[config.mk]
export PLATFORM = sky130hd
export DESIGN_NAME = dsa_step_controller_flat
export DESIGN_NICKNAME = d
export VERILOG_FILES = /design/src/rtl/dsa_step_controller_pkg.sv /design/src/rtl/dsa_step_controller_if.sv /design/src/rtl/dsa_step_controller_bp_match.sv /design/src/rtl/dsa_step_controller.sv /design/src/flat_wrapper.sv
export SDC_FILE = /design/constraint.sdc
export NUM_CORES = 1
export LEC_CHECK = 0
export BUFFER_PORTS_ARGS = -buffer_cell sky130_fd_sc_hd__buf_2
export CORE_UTILIZATION = 40
export CTS_CLUSTER_DIAMETER = 150
export DETAILED_ROUTE_END_ITERATION = 12
export GPL_ROUTABILITY_DRIVEN = 1
export GPL_TIMING_DRIVEN = 0
export PLACE_DENSITY = 0.67
export SLEW_MARGIN = 20
export SYNTH_ARGS = -nofsm -noshare
export SYNTH_HDL_FRONTEND = slang
export SYNTH_SLANG_ARGS = --single-unit
export TNS_END_PERCENT = 20
[constraint.sdc]
create_clock -name clk -period 3.05 [get_ports clk]
set_input_delay 0.305 -clock clk [delete_from_list [all_inputs] [get_ports clk]]
set_output_delay 0.305 -clock clk [all_outputs]
set_load 0.1 [all_outputs]
[src/rtl/dsa_step_controller_pkg.sv]
// Shared types and constants for the DSA debug stepping path: FSM state
// encoding, CTRL bit positions and host register addresses.
package dsa_debug_pkg;

  typedef enum logic [1:0] {
    RUN    = 2'd0,
    HALTED = 2'd1,
    STEP   = 2'd2,
    ACK    = 2'd3
  } step_state_t;

  localparam int CTRL_DEBUG_EN  = 0;
  localparam int CTRL_HALT      = 1;
  localparam int CTRL_RESUME    = 2;
  localparam int CTRL_STEP      = 3;
  localparam int CTRL_STEP_MODE = 4;
  localparam int CTRL_BP_EN     = 5;
  localparam int CTRL_CLR_BP    = 6;

  localparam logic [1:0] ADDR_CTRL       = 2'd0;
  localparam logic [1:0] ADDR_STEP_COUNT = 2'd1;
  localparam logic [1:0] ADDR_BP         = 2'd2;

endpackage

[src/rtl/dsa_step_controller_if.sv]
// Host register-write bus from the JTAG side into the stepping controller.
interface dsa_step_controller_if;
  logic        cmd_valid;
  logic        cmd_ready;
  logic [1:0]  cmd_addr;
  logic [31:0] cmd_wdata;

  modport master (output cmd_valid, output cmd_addr, output cmd_wdata, input cmd_ready);
  modport slave  (input cmd_valid, input cmd_addr, input cmd_wdata, output cmd_ready);
endinterface

[src/rtl/dsa_step_controller_bp_match.sv]
// Purely combinational coordinate breakpoint comparator; a hit is only
// meaningful on a cycle where the DSA retires an output pixel.
module dsa_bp_match (
  input  logic        pixel_done,
  input  logic        bp_en,
  input  logic [15:0] current_x,
  input  logic [15:0] current_y,
  input  logic [15:0] bp_x,
  input  logic [15:0] bp_y,
  output logic        hit
);
  assign hit = bp_en && pixel_done && (current_x == bp_x) && (current_y == bp_y);
endmodule

[src/rtl/dsa_step_controller.sv]
// Host-side halt/resume/step controller gating the DSA datapath clock-enable
// and producing the capture pulse for the debug-register snapshot block.
module dsa_step_controller
  import dsa_debug_pkg::*;
#(
  parameter int CNT_WIDTH = 16
) (
  input  logic                       clk,
  input  logic                       rst,
  dsa_step_controller_if.slave       cmd,
  input  logic                       pixel_done,
  input  logic                       dsa_done,
  input  logic [15:0]                current_x,
  input  logic [15:0]                current_y,
  output logic                       dsa_advance,
  output logic                       capture_enable,
  output logic                       step_ack,
  output logic                       halted,
  output logic [31:0]                status
);

  step_state_t          state_q, state_d;
  logic [CNT_WIDTH-1:0] rem_q, rem_d;
  logic [CNT_WIDTH-1:0] step_count_q;
  logic [15:0]          bp_x_q, bp_y_q;
  logic                 debug_en_q, step_mode_q, bp_en_q;
  logic                 halt_q, resume_q, step_q, clr_bp_q;
  logic                 bp_hit_q, bp_hit_d;
  logic                 done_seen_q, done_seen_d;
  logic                 bp_match;
  logic                 dec;
  logic [15:0]          rem16;

  function automatic logic [CNT_WIDTH-1:0] sat_dec(input logic [CNT_WIDTH-1:0] v);
    return (v == '0) ? '0 : v - CNT_WIDTH'(1);
  endfunction

  function automatic logic [CNT_WIDTH-1:0] at_least_one(input logic [CNT_WIDTH-1:0] v);
    return (v == '0) ? CNT_WIDTH'(1) : v;
  endfunction

  assign cmd.cmd_ready = 1'b1;

  dsa_bp_match u_bp_match (
    .pixel_done (pixel_done),
    .bp_en      (bp_en_q),
    .current_x  (current_x),
    .current_y  (current_y),
    .bp_x       (bp_x_q),
    .bp_y       (bp_y_q),
    .hit        (bp_match)
  );

  // Command stage: host writes land here; pulse bits live for one cycle so
  // the FSM sees them together with the freshly written debug_en.
  always_ff @(posedge clk or posedge rst) begin
    if (rst) begin
      debug_en_q   <= 1'b0;
      step_mode_q  <= 1'b0;
      bp_en_q      <= 1'b0;
      halt_q       <= 1'b0;
      resume_q     <= 1'b0;
      step_q       <= 1'b0;
      clr_bp_q     <= 1'b0;
      step_count_q <= '0;
      bp_x_q       <= '0;
      bp_y_q       <= '0;
    end else begin
      halt_q   <= 1'b0;
      resume_q <= 1'b0;
      step_q   <= 1'b0;
      clr_bp_q <= 1'b0;
      if (cmd.cmd_valid) begin
        case (cmd.cmd_addr)
          ADDR_CTRL: begin
            debug_en_q  <= cmd.cmd_wdata[CTRL_DEBUG_EN];
            halt_q      <= cmd.cmd_wdata[CTRL_HALT];
            resume_q    <= cmd.cmd_wdata[CTRL_RESUME];
            step_q      <= cmd.cmd_wdata[CTRL_STEP];
            step_mode_q <= cmd.cmd_wdata[CTRL_STEP_MODE];
            bp_en_q     <= cmd.cmd_wdata[CTRL_BP_EN];
            clr_bp_q    <= cmd.cmd_wdata[CTRL_CLR_BP];
          end
          ADDR_STEP_COUNT: step_count_q <= cmd.cmd_wdata[CNT_WIDTH-1:0];
          ADDR_BP: begin
            bp_x_q <= cmd.cmd_wdata[15:0];
            bp_y_q <= cmd.cmd_wdata[31:16];
          end
          default: ;
        endcase
      end
    end
  end

  assign dec = step_mode_q ? pixel_done : 1'b1;

  always_comb begin
    state_d     = state_q;
    rem_d       = rem_q;
    bp_hit_d    = bp_hit_q;
    done_seen_d = done_seen_q;
    if (clr_bp_q) bp_hit_d = 1'b0;
    if (resume_q) done_seen_d = 1'b0;
    if (!debug_en_q) begin
      state_d = RUN;
    end else begin
      case (state_q)
        RUN: begin
          if (halt_q || bp_match) state_d = ACK;
          if (bp_match) bp_hit_d = 1'b1;
        end
        HALTED: begin
          if (step_q) begin
            state_d = STEP;
            rem_d   = at_least_one(step_count_q);
          end else if (resume_q) begin
            state_d = RUN;
          end
        end
        STEP: begin
          // A halt freezes the count where it stands.
          if (halt_q) begin
            state_d = ACK;
          end else if (dec) begin
            if (rem_q <= CNT_WIDTH'(1)) state_d = ACK;
            rem_d = sat_dec(rem_q);
          end
          if (dsa_done) begin
            state_d     = ACK;
            done_seen_d = 1'b1;
          end
          if (bp_match) begin
            state_d  = ACK;
            bp_hit_d = 1'b1;
          end
        end
        ACK:     state_d = HALTED;
        default: state_d = RUN;
      endcase
    end
  end

  // FSM stage
  always_ff @(posedge clk or posedge rst) begin
    if (rst) begin
      state_q     <= RUN;
      rem_q       <= '0;
      bp_hit_q    <= 1'b0;
      done_seen_q <= 1'b0;
    end else begin
      state_q     <= state_d;
      rem_q       <= rem_d;
      bp_hit_q    <= bp_hit_d;
      done_seen_q <= done_seen_d;
    end
  end

  assign rem16          = 16'(rem_q);
  assign dsa_advance    = (state_q == RUN) || (state_q == STEP);
  assign step_ack       = (state_q == ACK);
  assign halted         = (state_q == HALTED);
  assign capture_enable = debug_en_q;
  assign status         = {rem16, 11'd0, done_seen_q, bp_hit_q, step_mode_q, 2'(state_q)};

endmodule

[src/flat_wrapper.sv]
// flat-port wrapper written by rule: the top's interface ports become plain ports
module dsa_step_controller_flat import dsa_debug_pkg::*;
#(
  parameter int CNT_WIDTH = 16
)
  (clk, rst, pixel_done, dsa_done, current_x, current_y, dsa_advance, capture_enable, step_ack, halted, status, cmd_cmd_valid, cmd_cmd_addr, cmd_cmd_wdata, cmd_cmd_ready);
  dsa_step_controller_if cmd_i ();
  input  logic clk;
  input  logic rst;
  input  logic pixel_done;
  input  logic dsa_done;
  input  logic [15:0] current_x;
  input  logic [15:0] current_y;
  output logic dsa_advance;
  output logic capture_enable;
  output logic step_ack;
  output logic halted;
  output logic [31:0] status;
  input wire logic [$bits(cmd_i.cmd_valid)-1:0] cmd_cmd_valid;
  input wire logic [$bits(cmd_i.cmd_addr)-1:0] cmd_cmd_addr;
  input wire logic [$bits(cmd_i.cmd_wdata)-1:0] cmd_cmd_wdata;
  output wire logic [$bits(cmd_i.cmd_ready)-1:0] cmd_cmd_ready;
  assign cmd_i.cmd_valid = cmd_cmd_valid;
  assign cmd_i.cmd_addr = cmd_cmd_addr;
  assign cmd_i.cmd_wdata = cmd_cmd_wdata;
  assign cmd_cmd_ready = cmd_i.cmd_ready;
  dsa_step_controller #(.CNT_WIDTH(CNT_WIDTH)) u_core (.clk(clk), .rst(rst), .cmd(cmd_i), .pixel_done(pixel_done), .dsa_done(dsa_done), .current_x(current_x), .current_y(current_y), .dsa_advance(dsa_advance), .capture_enable(capture_enable), .step_ack(step_ack), .halted(halted), .status(status));
endmodule
==> flow_summary.ini <==
[run_status]
run_status = complete, no violations

[min_path]
hold_class = primary input to flip-flop
hp-start = cmd_cmd_wdata[17]
whs_path_depth = 2

[logic_synthesis]
async_reset_ff_share_pct = 100
yosysWarnings = 0
seq_area_frac_synth_pct = 48.9
synth_cells = 334
ys_ff_latch = 75
syn_avg_cell_area_sq_um = 11.5
synth_area_leaders = dfrtp_1 (49%), mux2_2 (15%), xnor2_1 (6.6%)
synth_ff_type = dfrtp_1
netlist_area_sq_um = 3840
synth_top_area_share_pct = 48.9
ys_types = 47
synth_top_cell_by_area = dfrtp_1
yosysMostFrequentCell = dfrtp_1
synth_edf_count = 0
netlist_top_cells_count = dfrtp_1 (75), mux2_2 (51), xnor2_1 (29)

[detailed_routing]
drt-initial-drc-count = 134
avgViaCountPerCell = 5.10
ant_nets = 0
drc = 0
vias = 2986
drt_first_pass_iters = 4
wl_per_cell_um = 15.4
wirelength_mm = 9.01

[cells_and_area]
syn2layout_area_growth_pct = 24.1
nNetsFinal = 526
fin_area_sq_um = 4760
drive_above_1_share_pct = 41.6
fill_cells = 910
antenna_cells = 0

[clock_network]
cts_inserted_buffers = 9
cts.repair.resized = 0
cts.sinks = 75
cts_tree = yes
cts_root_buf = clkbuf_8
ctsHoldBuffers = 1
htree_num_levels = 3
cts_setup_buffers = 0
clock_path_buffers = 2
clk_latency_ps = 350
clk_pin_slew_ps = 80

[global_route]
grt_usage_pct = 19.2
antenna_found_initial = 0
grt_pass1_wl_mm = 14.8
grt_max_degree = 47
grt_pass1_vias = 2976
gr-total-overflow = 0

[placed_design]
place_area_sq_um = 4540
place_congestion = 0.843
io_buffer_count = 95
dp_hpwl_mm = 7.03

[timing]
clock-skew-final_ps = 11.3
hold-worst-slack_ps = 182
setup_viol = 0
finalCritPeriodShare_pct = 71.8
max_freq_mhz = 457
setup_tns_ps = 0
final-max-slew-violation-count = 0
rsz0062_at_grt = false
finalHoldViolCount = 0
slew_headroom_pct = 43.5
period_minus_slack_ps = 2190
worst_pin_slew_ps = 846

[pwr]
p_leak_nw = 2.14
power_density_nw_per_um2 = 786
ir_drop_uv = 380

[job]
max_cap_violations = 0

[floorplan]
die_h_um = 99.9
fp-row-count = 35
coreArea_sq_um = 9280
initial_core_util_pct = 41.3
die_w_um = 99.9
dieArea_sq_um = 9990
ioPinCount = 108

[worst_setup_path]
worstPathArrival_ps = 2450
crit_type = flip-flop to flip-flop
endpoint_kind = flip-flop
rr_worst_depth = 7
cp.required_ps = 3310
crit-reg2reg-launch = u_core.rem16[0]
path_max_fanout = 5
crit_start = u_core.rem16[0]
crit_path_start_kind = flip-flop
layout by cell type (no fill, tap or decap), types with 5 or more instances in the layout:
cell       n
nor3_1     8
o21ai_0   13
buf_2     98
nor4_1     5
buf_4     16
clkbuf_8  10
nand3_1    9
mux2_2    51
nand4_1   10
conb_1    12
dfrtp_1   75
xnor2_1   29
nor2_1    11
clkbuf_1   5
and2_1     6
nand2_1   15
a22o_1     7
inv_1      6
o21ai_1    5
path summary, 6_finish.rpt:
kind	to	slack (ps)
max	u_core.rem16[14]	860
min	u_core.bp_y_q[1]	180
max reg2reg	u_core.rem16[14]	860
min reg2reg	u_core.bp_hit_q	430
max in group asynchronous	u_core.bp_y_q[15]	2000
min in group asynchronous	u_core.rem16[11]	500
logic make-up after synthesis:
| kind of cell | after synthesis | synth area share (%) |
|---|---|---|
| simple gates | 84 | 12.3 |
| xor+xnor | 32 | 7.30 |
| compound gates | 53 | 10.0 |
| flops | 75 | 48.9 |
| fa+ha+maj | 3 | 0.978 |
| mux | 53 | 15.5 |
| other cells | 2 | 0.196 |
| buf+inv | 32 | 4.79 |
final cells by class:
cell class	instances	area, sq um	area share [%]
plain buffers	25	158	3.31
clock buffers	10	138	2.89
clock inverters	6	71.3	1.50
inverters	7	28.8	0.604
multi-input cells	237	1820	38.1
flip-flops and latches	75	1880	39.4
well taps	129	161	3.39
repair buffers	97	513	10.8
sequential cells by signal, indices dropped and copies added (netlist names), 2 cells and up:
signal               flops
u_core.step_count_q     16
u_core.bp_x_q           16
u_core.bp_y_q           16
u_core.state_q           2
u_core.rem16            16
metrics by stage:
step	setup WS, ps	total power, mW	utilization, %	instances
2_1_floorplan	21.8	2.63	-	344
3_3_place_gp	-129	2.92	48.6	568
3_5_place_dp	918	2.96	48.9	569
4_1_cts	911	3.77	51.3	586
5_1_grt	734	3.92	51.3	586
6_report	861	3.74	51.3	586
per-layer routing:
metal	up-vias	share of wire [%]	GRT usage [%]
met5	-	0	0
met1	1411	45	25.0
li1	1430	-	-
met2	134	46	31.0
met3	11	6.9	4.87
met4	0	1.7	7.24
power breakdown:
group          internal (mW)  switching, mW
clock network          0.407          0.391
registers               1.20          0.222
logic                  0.437           1.08
critical path: stages (launching register included):
cell and delay, ps:
dfrtp_1 450, inv_1 170, ha_1 260, nor3b_1 370
and3_1 320, nand3_1 120, or2_0 250, o211ai_1 190
Power figures use the tool's default switching activity.
